`src/rtl/fxp_pkg.sv`:
```
// rtl/fxp_pkg.sv - shared sign-magnitude Q7.8 constants and FSM states
package fxp_pkg;

  typedef enum logic [1:0] {
    IDLE = 2'd0,
    BUSY = 2'd1,
    DONE = 2'd2
  } fxp_state_t;

  localparam int FRAC_BITS = 8;
  localparam int MAG_BITS  = 15;
  localparam int SIGN_BIT  = 15;
  localparam int ACC_W     = 30;

endpackage

```
`src/rtl/fxp_mul_unit.sv`:
```
// rtl/fxp_mul_unit.sv - sequential shift-add sign-magnitude Q7.8 multiplier
module fxp_mul_unit
  import fxp_pkg::*;
#(
  parameter int N = 32
) (
  input  logic         clk,
  input  logic         rst,
  input  logic         start,
  input  logic [N-1:0] a,
  input  logic [N-1:0] b,
  output logic         busy,
  output logic         done,
  output logic [N-1:0] c,
  output logic         cout,
  output logic         zero,
  output logic         overflow,
  output logic         neg
);

  localparam int P_W = ACC_W - FRAC_BITS;

  fxp_state_t state, state_next;

  logic [15:0]         op_a, op_b;
  logic [ACC_W-1:0]    acc, acc_next, addend;
  logic [3:0]          count;
  logic [P_W-1:0]      p_next;
  logic                ovf_next, sign_next;
  logic [MAG_BITS-1:0] mag_next;
  logic [15:0]         c_r;
  logic                start_accept, last_step;
  logic                unused_hi;

  assign unused_hi = &{1'b0, a[N-1:16], b[N-1:16]};

  assign start_accept = start && (state != BUSY);
  assign last_step    = (state == BUSY) && (count == 4'd14);

  always_ff @(posedge clk) begin
    if (rst) state <= IDLE;
    else     state <= state_next;
  end

  always_comb begin
    state_next = state;
    case (state)
      IDLE:    if (start) state_next = BUSY;
      BUSY:    if (last_step) state_next = DONE;
      DONE:    if (start) state_next = BUSY;
      default: state_next = IDLE;
    endcase
  end

  // One multiplier bit per cycle; the final step's sum feeds the result directly.
  always_comb begin
    addend   = ACC_W'(op_a[MAG_BITS-1:0]) << count;
    acc_next = acc;
    if (op_b[count]) acc_next = acc + addend;
    p_next    = acc_next[ACC_W-1:FRAC_BITS];
    ovf_next  = |p_next[P_W-1:MAG_BITS];
    mag_next  = ovf_next ? {MAG_BITS{1'b1}} : p_next[MAG_BITS-1:0];
    sign_next = (op_a[SIGN_BIT] ^ op_b[SIGN_BIT]) & (|mag_next);
  end

  always_ff @(posedge clk) begin
    if (rst) begin
      op_a     <= '0;
      op_b     <= '0;
      acc      <= '0;
      count    <= '0;
      done     <= 1'b0;
      c_r      <= '0;
      cout     <= 1'b0;
      zero     <= 1'b0;
      overflow <= 1'b0;
    end else begin
      done <= 1'b0;
      if (start_accept) begin
        op_a     <= a[15:0];
        op_b     <= b[15:0];
        acc      <= '0;
        count    <= '0;
        c_r      <= '0;
        cout     <= 1'b0;
        zero     <= 1'b0;
        overflow <= 1'b0;
      end else if (state == BUSY) begin
        acc   <= acc_next;
        count <= count + 4'd1;
        if (last_step) begin
          done     <= 1'b1;
          c_r      <= {sign_next, mag_next};
          cout     <= p_next[MAG_BITS];
          zero     <= ~|mag_next;
          overflow <= ovf_next;
        end
      end
    end
  end

  assign busy = (state == BUSY);
  assign c    = N'(c_r);
  assign neg  = c_r[SIGN_BIT];

endmodule

```
`config.mk`:
```
export PLATFORM = sky130hd
export DESIGN_NAME = fxp_mul_unit
export DESIGN_NICKNAME = d
export VERILOG_FILES = /design/src/rtl/fxp_pkg.sv /design/src/rtl/fxp_mul_unit.sv
export SDC_FILE = /design/constraint.sdc
export NUM_CORES = 1
export LEC_CHECK = 0
export ABC_AREA = 1
export CAP_MARGIN = 20
export CORE_UTILIZATION = 45
export CTS_BUF_LIST = sky130_fd_sc_hd__clkbuf_8
export DETAILED_ROUTE_END_ITERATION = 8
export GPL_TIMING_DRIVEN = 0
export PLACE_DENSITY = 0.69
export SYNTH_ARGS = -nofsm -noshare
export SYNTH_HDL_FRONTEND = slang
export SYNTH_SLANG_ARGS = --single-unit
```
`constraint.sdc`:
```
create_clock -name clk -period 3.7 [get_ports clk]
set_input_delay 0.74 -clock clk [delete_from_list [all_inputs] [get_ports clk]]
set_output_delay 0.74 -clock clk [all_outputs]
set_load 0.02 [all_outputs]
```
==> metrics.txt <==
outcome=finished, final reports clean; most frequent CP cell=nand2_1; Comb power frac=0.254; Reg clk slew, reported paths=90 ps; hold crit path type=flip-flop to flip-flop; Die Wd=125 µm; root buffer cell=clkbuf_8; Multi-input gate area=0.00471 mm²; first-pass GRT wire length=34600 µm; Cells after Synth=1148; Num CTS Buffers=9; Tmin final=3520 ps; Die Ht=125 µm; Setup CP Type=flip-flop to flip-flop; YS warnings=0; normalized max-slew margin=0.477; Routed Antenna Nets=0; Slew Limit Fails=0; period utilisation layout=0.952; leak pwr=4.04 nW; PortBufs=55; Max stage delay on crit path=380 ps; TritonCTS clock tree=built; layout cells sized above 1=0.171; fill count=1466; Sw Pwr=0.742 mW; Pre-Repair DR Iteration Count=8; switching power share of the total=0.340; Slew @ Worst Pin=785 ps; hold_ws=between 400 and 500 ps; Synth top area share=0.261; DRT iter0 DRCs=517; clock sink total=88; number of global-route vias before repair=6850; Layout area overhead=27.5%; synth unique cells=39; crit start category=flip-flop; Detailed Place HPWL=17200 µm; io pins=105; Max Freq=around 0.28 GHz; Routability Congestion=0.983; initial core utilization=0.463; delay-heaviest family, CP=simple AND/OR/NAND/NOR gates; FP Rows=44; register area=0.00177 mm²; initial antenna violation count=0; Avg Vias per Cell=5.27; Worst Clk Skew=17.4 ps; critical path data required time=3970 ps; routed wire length=22100 µm; critical path's slowest cell=dfxtp_4; n_diodes=0; cts hold-fix bufs=0; overall routing resource usage=0.281; cell taking the most area after synthesis=dfxtp_1; htree depth=3; clock share of power=0.286; area of the die=0.0155 mm²; Max FO, Critical Path=11; latest clock arrival within the worst-skew pair=390 ps; Final Setup Violations=0; Congestion Overflow GR=0; Reg power frac=0.461; vias=7625; leading post-synthesis cells by cell area=dfxtp_1, nand2_1, inv_1; Mean Syn Cell Area=5.88 µm²; Worst IR Drop VDD=0.201 mV; crit path capture type=flip-flop; per-cell routed wire length=15.3 µm; Max Cap Viol=0; power per cell area=253 mW/mm²; Internal Power=roughly 1.4 mW; residual DRC count=0; crit path DAT=approximately 3800 ps; final setup TNS=0 ps; synthesized area=0.00675 mm²; WP buf/inv=3; deepest clock path buffer count=2; Core Footprint=0.0146 mm²; synthesized flop and latch total=slightly below 90; Final Hold Fails=0; nets=1357; sequential area share after synthesis=0.261; largest net degree at the start of global routing=16
==> cell type report <==
| cell class | count | area share |
|---|---|---|
| buffer | 58 | 0.0458 |
| clock buffer | 9 | 0.0144 |
| clock inverter | 6 | 0.00494 |
| inverter | 142 | 0.0629 |
| multi-input combinational | 871 | 0.547 |
| sequential | 88 | 0.205 |
| tap | 184 | 0.0267 |
| timing repair buffer | 88 | 0.0927 |
==> worst register-to-register path, cell delays in order, from the launching register on <==
cell and delay, ps:
dfxtp_4 380, buf_12 150, buf_8 140, nand2_1 60, nand2_1 90, o21ai_2 180, mux2i_2 110, nand2_1 100
o21ai_2 90, ha_1 370, nand2_1 110, nand2_1 80, inv_1 110, nand2_1 110, a21oi_2 160, nor2_1 80
nor2_2 140, nand2_1 70, nand2_1 70, nand2_1 60, nor2_2 120, nand2_2 100, nand2_4 130, nand2_4 90
nor2_4 130, nand2_2 70, nand2_1 60, a21oi_1 50
==> stage by stage <==
step | utilization | instances | setup slack (ps) | instance area [µm²] | power [mW]
final | 0.590 | 1446 | 176 | 8610 | 2.18
after global routing | 0.590 | 1446 | -41.1 | 8610 | 2.29
after CTS | 0.550 | 1427 | 4.91 | 8030 | 2.13
after detailed placement | 0.520 | 1402 | -569 | 7590 | 1.47
after global placement | 0.520 | 1402 | -599 | 7590 | 1.47
after floorplan | - | 1163 | 413 | 6810 | 1.33
==> registers in the layout, summed over array words and instances (netlist names) <==
register,cells
done,1
cout,1
state,2
op_b,16
c_r,16
count,4
op_a,16
zero,1
acc,30
overflow,1
==> Yosys cell counts <==
library cell / number
a21boi_0: 1
conb_1: 1
a21oi_1: 66
clkbuf_1: 24
o21bai_1: 3
buf_1: 7
mux2i_1: 5
nand2_1: 403
o21a_1: 1
a211oi_1: 10
buf_2: 5
nand3_1: 77
nor2_1: 101
dfxtp_1: 88
inv_1: 135
nand2_2: 2
or2_2: 2
o211ai_1: 12
inv_2: 6
nand3b_1: 3
fa_1: 1
o22ai_1: 3
clkinv_1: 1
o21ai_0: 70
o21ai_1: 6
buf_4: 22
xor2_1: 2
buf_6: 4
nand4_1: 7
and2_1: 3
or2_1: 4
o221ai_1: 2
a21oi_2: 1
a31oi_1: 19
xnor2_1: 8
nor3_1: 6
ha_1: 31
nor4_1: 1
nor2_2: 5
==> power by group through the flow <==
stage,Sequential (mW),Combinational [mW],Clock (mW)
finish,1.00,0.554,0.623
global placement,1.02,0.449,0
CTS,1.00,0.489,0.641
global route,1.01,0.605,0.672
detailed placement,1.02,0.451,0
floorplan,1.02,0.309,0
==> what timing repair did <==
item,in CTS,in global routing
gates resized for setup,77,126
cloned,0,1
pin swaps,16,57
endpoints found under the setup margin,20,18
hold endpoints to repair,0,0
setup buffers,11,21
==> path summary, 6_finish.rpt <==
| path | slack [ps] | start | cells past startpoint | to |
|---|---|---|---|---|
| max | 180 | count[0]$_SDFFE_PP0P_ | 27 | c_r[15]$_SDFFE_PP0P_ |
| min | 470 | op_b[11]$_SDFFE_PP0P_ | 2 | op_b[11]$_SDFFE_PP0P_ |
| max reg2reg | 180 | count[0]$_SDFFE_PP0P_ | 27 | c_r[15]$_SDFFE_PP0P_ |
| min reg2reg | 470 | op_b[11]$_SDFFE_PP0P_ | 2 | op_b[11]$_SDFFE_PP0P_ |
==> per-layer routing <==
metal	GRT usage	up-vias	part of all wire
met5	0	-	0
met4	0.103	0	0.043
met3	0.0524	64	0.057
met2	0.479	275	0.47
met1	0.349	3427	0.43
li1	-	3859	-
==> placed cells by master (no fill, tap or decap), types with 4 or more instances in the layout <==
cell type	n
nor2_4	9
clkdlybuf4s50_1	55
xnor2_1	8
nand3_2	8
nand2_2	33
inv_2	6
nand3_1	65
a21oi_1	61
o21ai_0	43
a211oi_1	10
nor2_1	83
buf_6	6
clkbuf_1	18
o211ai_1	12
buf_4	55
ha_4	7
a31oi_1	17
conb_1	16
nand4_1	7
or2_1	4
nand2_4	4
o21ai_1	15
nand2_1	368
buf_2	6
clkbuf_8	9
inv_1	132
nand3_4	4
a21oi_2	6
o21ai_2	16
nor2_2	14
dfxtp_1	86
ha_1	22
==> cells by family after synthesis <==
logic type	share of synthesized area
XOR/XNOR	0.0130
other	0.000555
AO/OA/AOI/OAI	0.160
buffers and inverters	0.131
flip-flops	0.261
AND/OR/NAND/NOR	0.367
adder cells (fa/ha/maj)	0.0604
multiplexers	0.00741
Power figures use the tool's default switching activity.
